File: src/rtl/ahb_lite_pkg.sv
// Shared AHB-Lite encodings and small helpers for the 2x1 arbiter slice.
package ahb_lite_pkg;

    localparam logic [1:0] HTRANS_IDLE   = 2'b00;
    localparam logic [1:0] HTRANS_BUSY   = 2'b01;
    localparam logic [1:0] HTRANS_NONSEQ = 2'b10;
    localparam logic [1:0] HTRANS_SEQ    = 2'b11;

    localparam logic HRESP_OKAY  = 1'b0;
    localparam logic HRESP_ERROR = 1'b1;

    // SEQ is folded into NONSEQ; IDLE and BUSY carry no transfer.
    function automatic logic is_transfer(input logic [1:0] htrans);
        logic result_s;
        case (htrans)
            HTRANS_NONSEQ, HTRANS_SEQ: result_s = 1'b1;
            default:                   result_s = 1'b0;
        endcase
        return result_s;
    endfunction

endpackage

File: src/rtl/ahb_lite_hold_stage.sv
// One-deep holding register for a master's address-phase signals plus its
// pending flag; a capture stores the live address, a clear retires it.
module ahb_lite_hold_stage
    import ahb_lite_pkg::*;
#(
    parameter int HADDR_WIDTH = 32
) (
    input  logic                   clk,
    input  logic                   reset,
    input  logic                   capture,
    input  logic                   clear,
    input  logic [HADDR_WIDTH-1:0] haddr,
    input  logic [2:0]             hsize,
    input  logic                   hwrite,
    output logic                   pending,
    output logic [HADDR_WIDTH-1:0] hold_haddr,
    output logic [2:0]             hold_hsize,
    output logic                   hold_hwrite
);

    logic                   pending_r;
    logic [HADDR_WIDTH-1:0] haddr_r;
    logic [2:0]             hsize_r;
    logic                   hwrite_r;

    // Pending flag and held address-phase fields.
    always_ff @(posedge clk) begin
        if (reset) begin
            pending_r <= 1'b0;
            haddr_r   <= {HADDR_WIDTH{1'b0}};
            hsize_r   <= 3'b000;
            hwrite_r  <= 1'b0;
        end else if (capture) begin
            pending_r <= 1'b1;
            haddr_r   <= haddr;
            hsize_r   <= hsize;
            hwrite_r  <= hwrite;
        end else if (clear) begin
            pending_r <= 1'b0;
        end
    end

    assign pending     = pending_r;
    assign hold_haddr  = haddr_r;
    assign hold_hsize  = hsize_r;
    assign hold_hwrite = hwrite_r;

endmodule

File: src/rtl/ahb_lite_arbiter_2x1.sv
// Two-master AHB-Lite arbiter: round-robin address-phase grant with one-deep
// per-master holding, wait-state lock and data-phase owner tracking.
module ahb_lite_arbiter_2x1
    import ahb_lite_pkg::*;
#(
    parameter int HADDR_WIDTH = 32,
    parameter int HDATA_WIDTH = 64
) (
    input  logic                        clk,
    input  logic                        reset,
    input  logic [1:0][HADDR_WIDTH-1:0] m_HADDR,
    input  logic [1:0][1:0]             m_HTRANS,
    input  logic [1:0][2:0]             m_HSIZE,
    input  logic [1:0]                  m_HWRITE,
    input  logic [1:0][HDATA_WIDTH-1:0] m_HWDATA,
    output logic [1:0][HDATA_WIDTH-1:0] m_HRDATA,
    output logic [1:0]                  m_HREADY,
    output logic [1:0]                  m_HRESP,
    output logic [HADDR_WIDTH-1:0]      s_HADDR,
    output logic [1:0]                  s_HTRANS,
    output logic [2:0]                  s_HSIZE,
    output logic                        s_HWRITE,
    output logic [HDATA_WIDTH-1:0]      s_HWDATA,
    input  logic [HDATA_WIDTH-1:0]      s_HRDATA,
    input  logic                        s_HREADY,
    input  logic                        s_HRESP,
    output logic                        s_HMASTER
);

    logic [1:0]                  pending_s;
    logic [1:0][HADDR_WIDTH-1:0] hold_haddr_s;
    logic [1:0][2:0]             hold_hsize_s;
    logic [1:0]                  hold_hwrite_s;
    logic [1:0]                  cand_s;
    logic [1:0]                  req_s;
    logic [1:0]                  capture_s;
    logic [1:0]                  clear_s;
    logic                        grant_s;
    logic                        accept_s;
    logic                        last_grant_r;
    logic                        d_valid_r;
    logic                        d_owner_r;
    logic                        lock_r;
    logic                        lock_grant_r;

    for (genvar gi = 0; gi < 2; gi++) begin : g_hold
        ahb_lite_hold_stage #(
            .HADDR_WIDTH(HADDR_WIDTH)
        ) u_hold (
            .clk        (clk),
            .reset      (reset),
            .capture    (capture_s[gi]),
            .clear      (clear_s[gi]),
            .haddr      (m_HADDR[gi]),
            .hsize      (m_HSIZE[gi]),
            .hwrite     (m_HWRITE[gi]),
            .pending    (pending_s[gi]),
            .hold_haddr (hold_haddr_s[gi]),
            .hold_hsize (hold_hsize_s[gi]),
            .hold_hwrite(hold_hwrite_s[gi])
        );
    end

    // Candidates use pending state and live HTRANS only, so the address path
    // never depends on s_HREADY.
    always_comb begin
        cand_s = 2'b00;
        for (int i = 0; i < 2; i++) begin
            cand_s[i] = pending_s[i] | is_transfer(m_HTRANS[i]);
        end
    end

    // Round-robin grant, frozen while a NONSEQ is stalled by the slave.
    always_comb begin
        grant_s = 1'b0;
        if (lock_r) begin
            grant_s = lock_grant_r;
        end else begin
            case (cand_s)
                2'b01:   grant_s = 1'b0;
                2'b10:   grant_s = 1'b1;
                2'b11:   grant_s = ~last_grant_r;
                default: grant_s = 1'b0;
            endcase
        end
    end

    // Shared address phase from the granted master's held or live signals.
    always_comb begin
        s_HTRANS = HTRANS_IDLE;
        if (lock_r || (cand_s != 2'b00)) begin
            s_HTRANS = HTRANS_NONSEQ;
        end else begin
            s_HTRANS = HTRANS_IDLE;
        end
        if (pending_s[grant_s]) begin
            s_HADDR  = hold_haddr_s[grant_s];
            s_HSIZE  = hold_hsize_s[grant_s];
            s_HWRITE = hold_hwrite_s[grant_s];
        end else begin
            s_HADDR  = m_HADDR[grant_s];
            s_HSIZE  = m_HSIZE[grant_s];
            s_HWRITE = m_HWRITE[grant_s];
        end
    end

    assign accept_s = (s_HTRANS == HTRANS_NONSEQ) & s_HREADY;

    // Per-master response: the data-phase owner sees the slave, others see pending.
    always_comb begin
        m_HREADY = 2'b00;
        m_HRESP  = 2'b00;
        for (int i = 0; i < 2; i++) begin
            if (d_valid_r && (d_owner_r == 1'(i))) begin
                m_HREADY[i] = s_HREADY;
                m_HRESP[i]  = s_HRESP;
            end else begin
                m_HREADY[i] = ~pending_s[i];
                m_HRESP[i]  = HRESP_OKAY;
            end
        end
    end

    // A real request (master sees HREADY high) that does not issue now is held.
    always_comb begin
        req_s     = 2'b00;
        clear_s   = 2'b00;
        capture_s = 2'b00;
        for (int i = 0; i < 2; i++) begin
            req_s[i]     = is_transfer(m_HTRANS[i]) & m_HREADY[i];
            clear_s[i]   = accept_s & (grant_s == 1'(i));
            capture_s[i] = req_s[i] & ~clear_s[i];
        end
    end

    // Arbitration history, wait-state lock and data-phase ownership.
    always_ff @(posedge clk) begin
        if (reset) begin
            last_grant_r <= 1'b1;
            d_valid_r    <= 1'b0;
            d_owner_r    <= 1'b0;
            lock_r       <= 1'b0;
            lock_grant_r <= 1'b0;
        end else begin
            if (accept_s) begin
                last_grant_r <= grant_s;
                d_valid_r    <= 1'b1;
                d_owner_r    <= grant_s;
            end else if (s_HREADY) begin
                d_valid_r    <= 1'b0;
            end
            if ((s_HTRANS == HTRANS_NONSEQ) && !s_HREADY) begin
                lock_r       <= 1'b1;
                lock_grant_r <= grant_s;
            end else begin
                lock_r       <= 1'b0;
            end
        end
    end

    assign m_HRDATA  = {s_HRDATA, s_HRDATA};
    assign s_HWDATA  = m_HWDATA[d_owner_r];
    assign s_HMASTER = d_owner_r;

endmodule
File: config.mk
export PLATFORM = sky130hd
export DESIGN_NAME = ahb_lite_arbiter_2x1
export DESIGN_NICKNAME = d
export VERILOG_FILES = /design/src/rtl/ahb_lite_pkg.sv /design/src/rtl/ahb_lite_hold_stage.sv /design/src/rtl/ahb_lite_arbiter_2x1.sv
export SDC_FILE = /design/constraint.sdc
export NUM_CORES = 1
export LEC_CHECK = 0
export CAP_MARGIN = 20
export CORE_AREA = 2 2 195 197
export CTS_CLUSTER_SIZE = 14
export DETAILED_ROUTE_END_ITERATION = 12
export DIE_AREA = 0 0 197 199
export GPL_ROUTABILITY_DRIVEN = 0
export PLACE_DENSITY_LB_ADDON = 0.08
export SLEW_MARGIN = 20
export SYNTH_ARGS = -nofsm -noshare
export SYNTH_HDL_FRONTEND = slang
export SYNTH_SLANG_ARGS = --single-unit
File: constraint.sdc
create_clock -name clk -period 2.8 [get_ports clk]
set_input_delay 0.84 -clock clk [delete_from_list [all_inputs] [get_ports clk]]
set_output_delay 0.84 -clock clk [all_outputs]
set_load 0.01 [all_outputs]
==> results.sh <==
export IMPL_synth_xor_area_share_pct=0
export IMPL_cts_made_buffers=9
export IMPL_synth_simple_area_share_pct=16.1
export IMPL_die_area_um2=39200
export IMPL_critPathMaxStageDelay_ns=0.52
export IMPL_die_y_um=199
export IMPL_critPathLaunch="m_HTRANS[1]"
export IMPL_rsz0062_at_grt="yes"
export IMPL_hold_slack_ns=0.471
export IMPL_holdBufCountCts=0
export IMPL_power_density_nw_per_um2=441
export IMPL_regToRegStartpoint="s_HMASTER"
export IMPL_grt_use_total_pct=14.7
export IMPL_vias=5240
export IMPL_clk_path_buf_depth=2
export IMPL_fin_tns_setup_ns=-13.75
export IMPL_end_kind="output port"
export IMPL_ys_types=35
export IMPL_drtIter0Drc=167
export IMPL_critPathKind="in2out"
export IMPL_drc=0
export IMPL_maxCapViolCount=0
export IMPL_violations="negative setup slack"
export IMPL_dpl_worst_slack_ns=-1.22
export IMPL_cp_slowest_cell="mux4_2"
export IMPL_synth_top_family_by_area="multiplexers"
export IMPL_numClockSinks=79
export IMPL_drive_gt1_share_pct=33.1
export IMPL_fin_ws_ns=-0.461
export IMPL_cpMostUsedCell="buf_12"
export IMPL_drv_slew=0
export IMPL_syn_inst=606
export IMPL_cts_root_buf="clkbuf_16"
export IMPL_cts_htree_levels=3
export IMPL_cp_max_fo=6
export IMPL_synth_area_leaders="dfxtp_1 (25%), buf_4 (16%), nand2b_1 (14%), mux2_2 (12%), mux2i_1 (11%)"
export IMPL_synth_area_leader_cell="dfxtp_1"
export IMPL_hp_class="reg2reg"
export IMPL_synth_compound_area_share_pct=2.27
export IMPL_grt_overflow_total=0
export IMPL_grt_pass1_wl_um=40700
export IMPL_synthMuxAreaShare_pct=36.4
export IMPL_dp_hpwl_um=23800
export IMPL_wire_per_inst_um=21.6
export IMPL_ff2ff_setup_slack_ns=0.89
export IMPL_grt_start_max_net_pins=80
export IMPL_ir_worst_vdd_uv=189
export IMPL_startpoint_type="input port"
export IMPL_synth_top_area_share_pct=25.2
export IMPL_ios=507
export IMPL_skew_ns=0.0104
export IMPL_syn_nets=878
export IMPL_clk_latency_ns=0.35
export IMPL_start_util_pct=16.9
export IMPL_syn_avg_cell_area_um2=10.4
export IMPL_hp_start="g_hold[1].u_hold.hold_haddr[8]"
export IMPL_ys_seq_area_share_pct=25.2
export IMPL_viasPerCell=3.88
export IMPL_finalSetupViolations=36
export IMPL_area_growth_pct=61.8
export IMPL_status="finished, violations left"
export IMPL_synth_area_um2=6290
export IMPL_ys_warn_count=0
export IMPL_synth_fa_ha_area_share_pct=0
export IMPL_row_count=71
export IMPL_fin_nets=1141
export IMPL_cts_tree="yes"
export IMPL_drtAntennaViolNets=0
export IMPL_grt_pass1_vias=5762
export IMPL_utilization_pct=27.4
export IMPL_die_w_um=197
export IMPL_period_minus_slack_ns=3.26
export IMPL_arrival_ns=2.42
export IMPL_layout_worst_path_cycle_share_pct=116
export IMPL_hold_violations=0
export IMPL_antenna_found_initial=6
export IMPL_core_area_um2=37100
export IMPL_path_cells="buf_6 > o21a_4 > o31ai_4 > buf_12 > buf_12 > buf_12 > mux4_2 > buf_6"
export IMPL_leakagePower_nw=3.98
export IMPL_wl_um=29100
export IMPL_clock_fmax_mhz=307
export IMPL_critPathRequiredTime_ns=1.96
export IMPL_dr_pass1_iters=4
export IMPL_io_buffers=311
export IMPL_ys_ff_latch=79
export IMPL_total_power_mw=4.48
export IMPL_clk_pin_slew_worst_paths_ns=0.06
-- layout make-up --
class,instances,area (um^2)
Fill cell,3962,27000
Timing Repair Buffer,420,4190
Clock buffer,10,239
Multi-Input combinational cell,356,3480
Sequential cell,79,1590
Antenna cell,3,7.51
Inverter,3,11.3
Clock inverter,5,58.8
Tap cell,474,593
-- cells in the mapped netlist --
cell	instances
conb_1	1
nor2_1	6
nor4_2	1
a221oi_1	1
o21bai_1	1
a21boi_1	1
nand2_1	3
o21a_1	1
mux2_2	65
nand2b_1	145
o31a_1	1
inv_1	3
mux4_2	29
a211oi_1	1
mux4_1	7
clkbuf_1	20
buf_2	4
o31ai_4	1
buf_4	132
buf_6	9
a31oi_1	1
nor3_1	2
o211a_1	1
buf_12	3
a21bo_1	1
nor2b_1	2
nand3b_1	1
a21oi_2	2
or3b_1	1
a21oi_1	4
dfxtp_1	79
or2_2	1
and3_1	2
o21ai_0	2
mux2i_1	72
-- per-layer routing --
layer	global-route usage, %	vias up	routed length, um
li1	-	2470	-
met3	7.04	38	3080
met2	26.6	270	15100
met5	0	-	37
met1	14.4	2456	10000
met4	6.13	6	934
-- layout by cell type (no fill, tap or decap), types with 3 or more instances in the layout --
cell type / Yosys / layout
buf_12: 3 / 23
nand2_1: 3 / 3
a21oi_1: 4 / 4
mux4_2: 29 / 36
mux2i_1: 72 / 72
buf_4: 132 / 92
buf_6: 9 / 32
nand2b_1: 145 / 145
diode_2: 0 / 3
inv_1: 3 / 3
buf_2: 4 / 7
clkbuf_16: 0 / 10
dfxtp_1: 79 / 78
nor2_1: 6 / 5
mux2_2: 65 / 65
clkdlybuf4s50_1: 0 / 203
dlygate4sd2_1: 0 / 57
-- kinds of logic after synthesis --
| kind of cell | count (synthesis) |
|---|---|
| buffers and inverters | 171 |
| and+or+nand+nor | 164 |
| DFF | 79 |
| muxes | 173 |
| AOI/OAI and AO/OA | 18 |
| other | 1 |
-- critical path, delay by kind of cell --
kind,cells,cell delay (ns)
compound gates,2,0.40
buf+inv,5,0.64
mux,1,0.52
-- power by group --
| group | switching [mW] | internal, mW | total, mW |
|---|---|---|---|
| clock | 0.512 | 0.711 | 1.22 |
| combinational | 0.783 | 1.19 | 1.97 |
| sequential | 0.0675 | 1.22 | 1.29 |
-- path summary, 6_finish.rpt --
| check | end | cells after the start |
|---|---|---|
| setup / recovery | s_HADDR[31] | 8 |
| hold / removal | g_hold[1].u_hold.hold_haddr[8] | 2 |
| setup reg to reg | g_hold[1].u_hold.hold_hwrite | 7 |
| hold reg to reg | g_hold[1].u_hold.hold_haddr[8] | 2 |
-- flip-flops by register name (all words and copies together), names as in the netlist, 2 cells and up --
name and cells:
g_hold.u_hold.hold_haddr 64, g_hold.u_hold.hold_hsize 6, g_hold.u_hold.hold_hwrite 2, g_hold.u_hold.pending 2
-- through the flow --
stage	cell area, um^2	instances
2_1_floorplan	6300	606
3_3_place_gp	9660	1316
3_5_place_dp	9660	1316
4_1_cts	10100	1347
5_1_grt	10200	1348
6_report	10200	1350
-- what timing repair did --
action	CTS	global route
gates resized for setup	251	19
endpoints found under the setup margin	95	36
cloned	3	1
hold endpoints to repair	0	0
setup buffers	15	3
pin swaps	5	5
No activity file was read; power rests on OpenSTA's default activity.
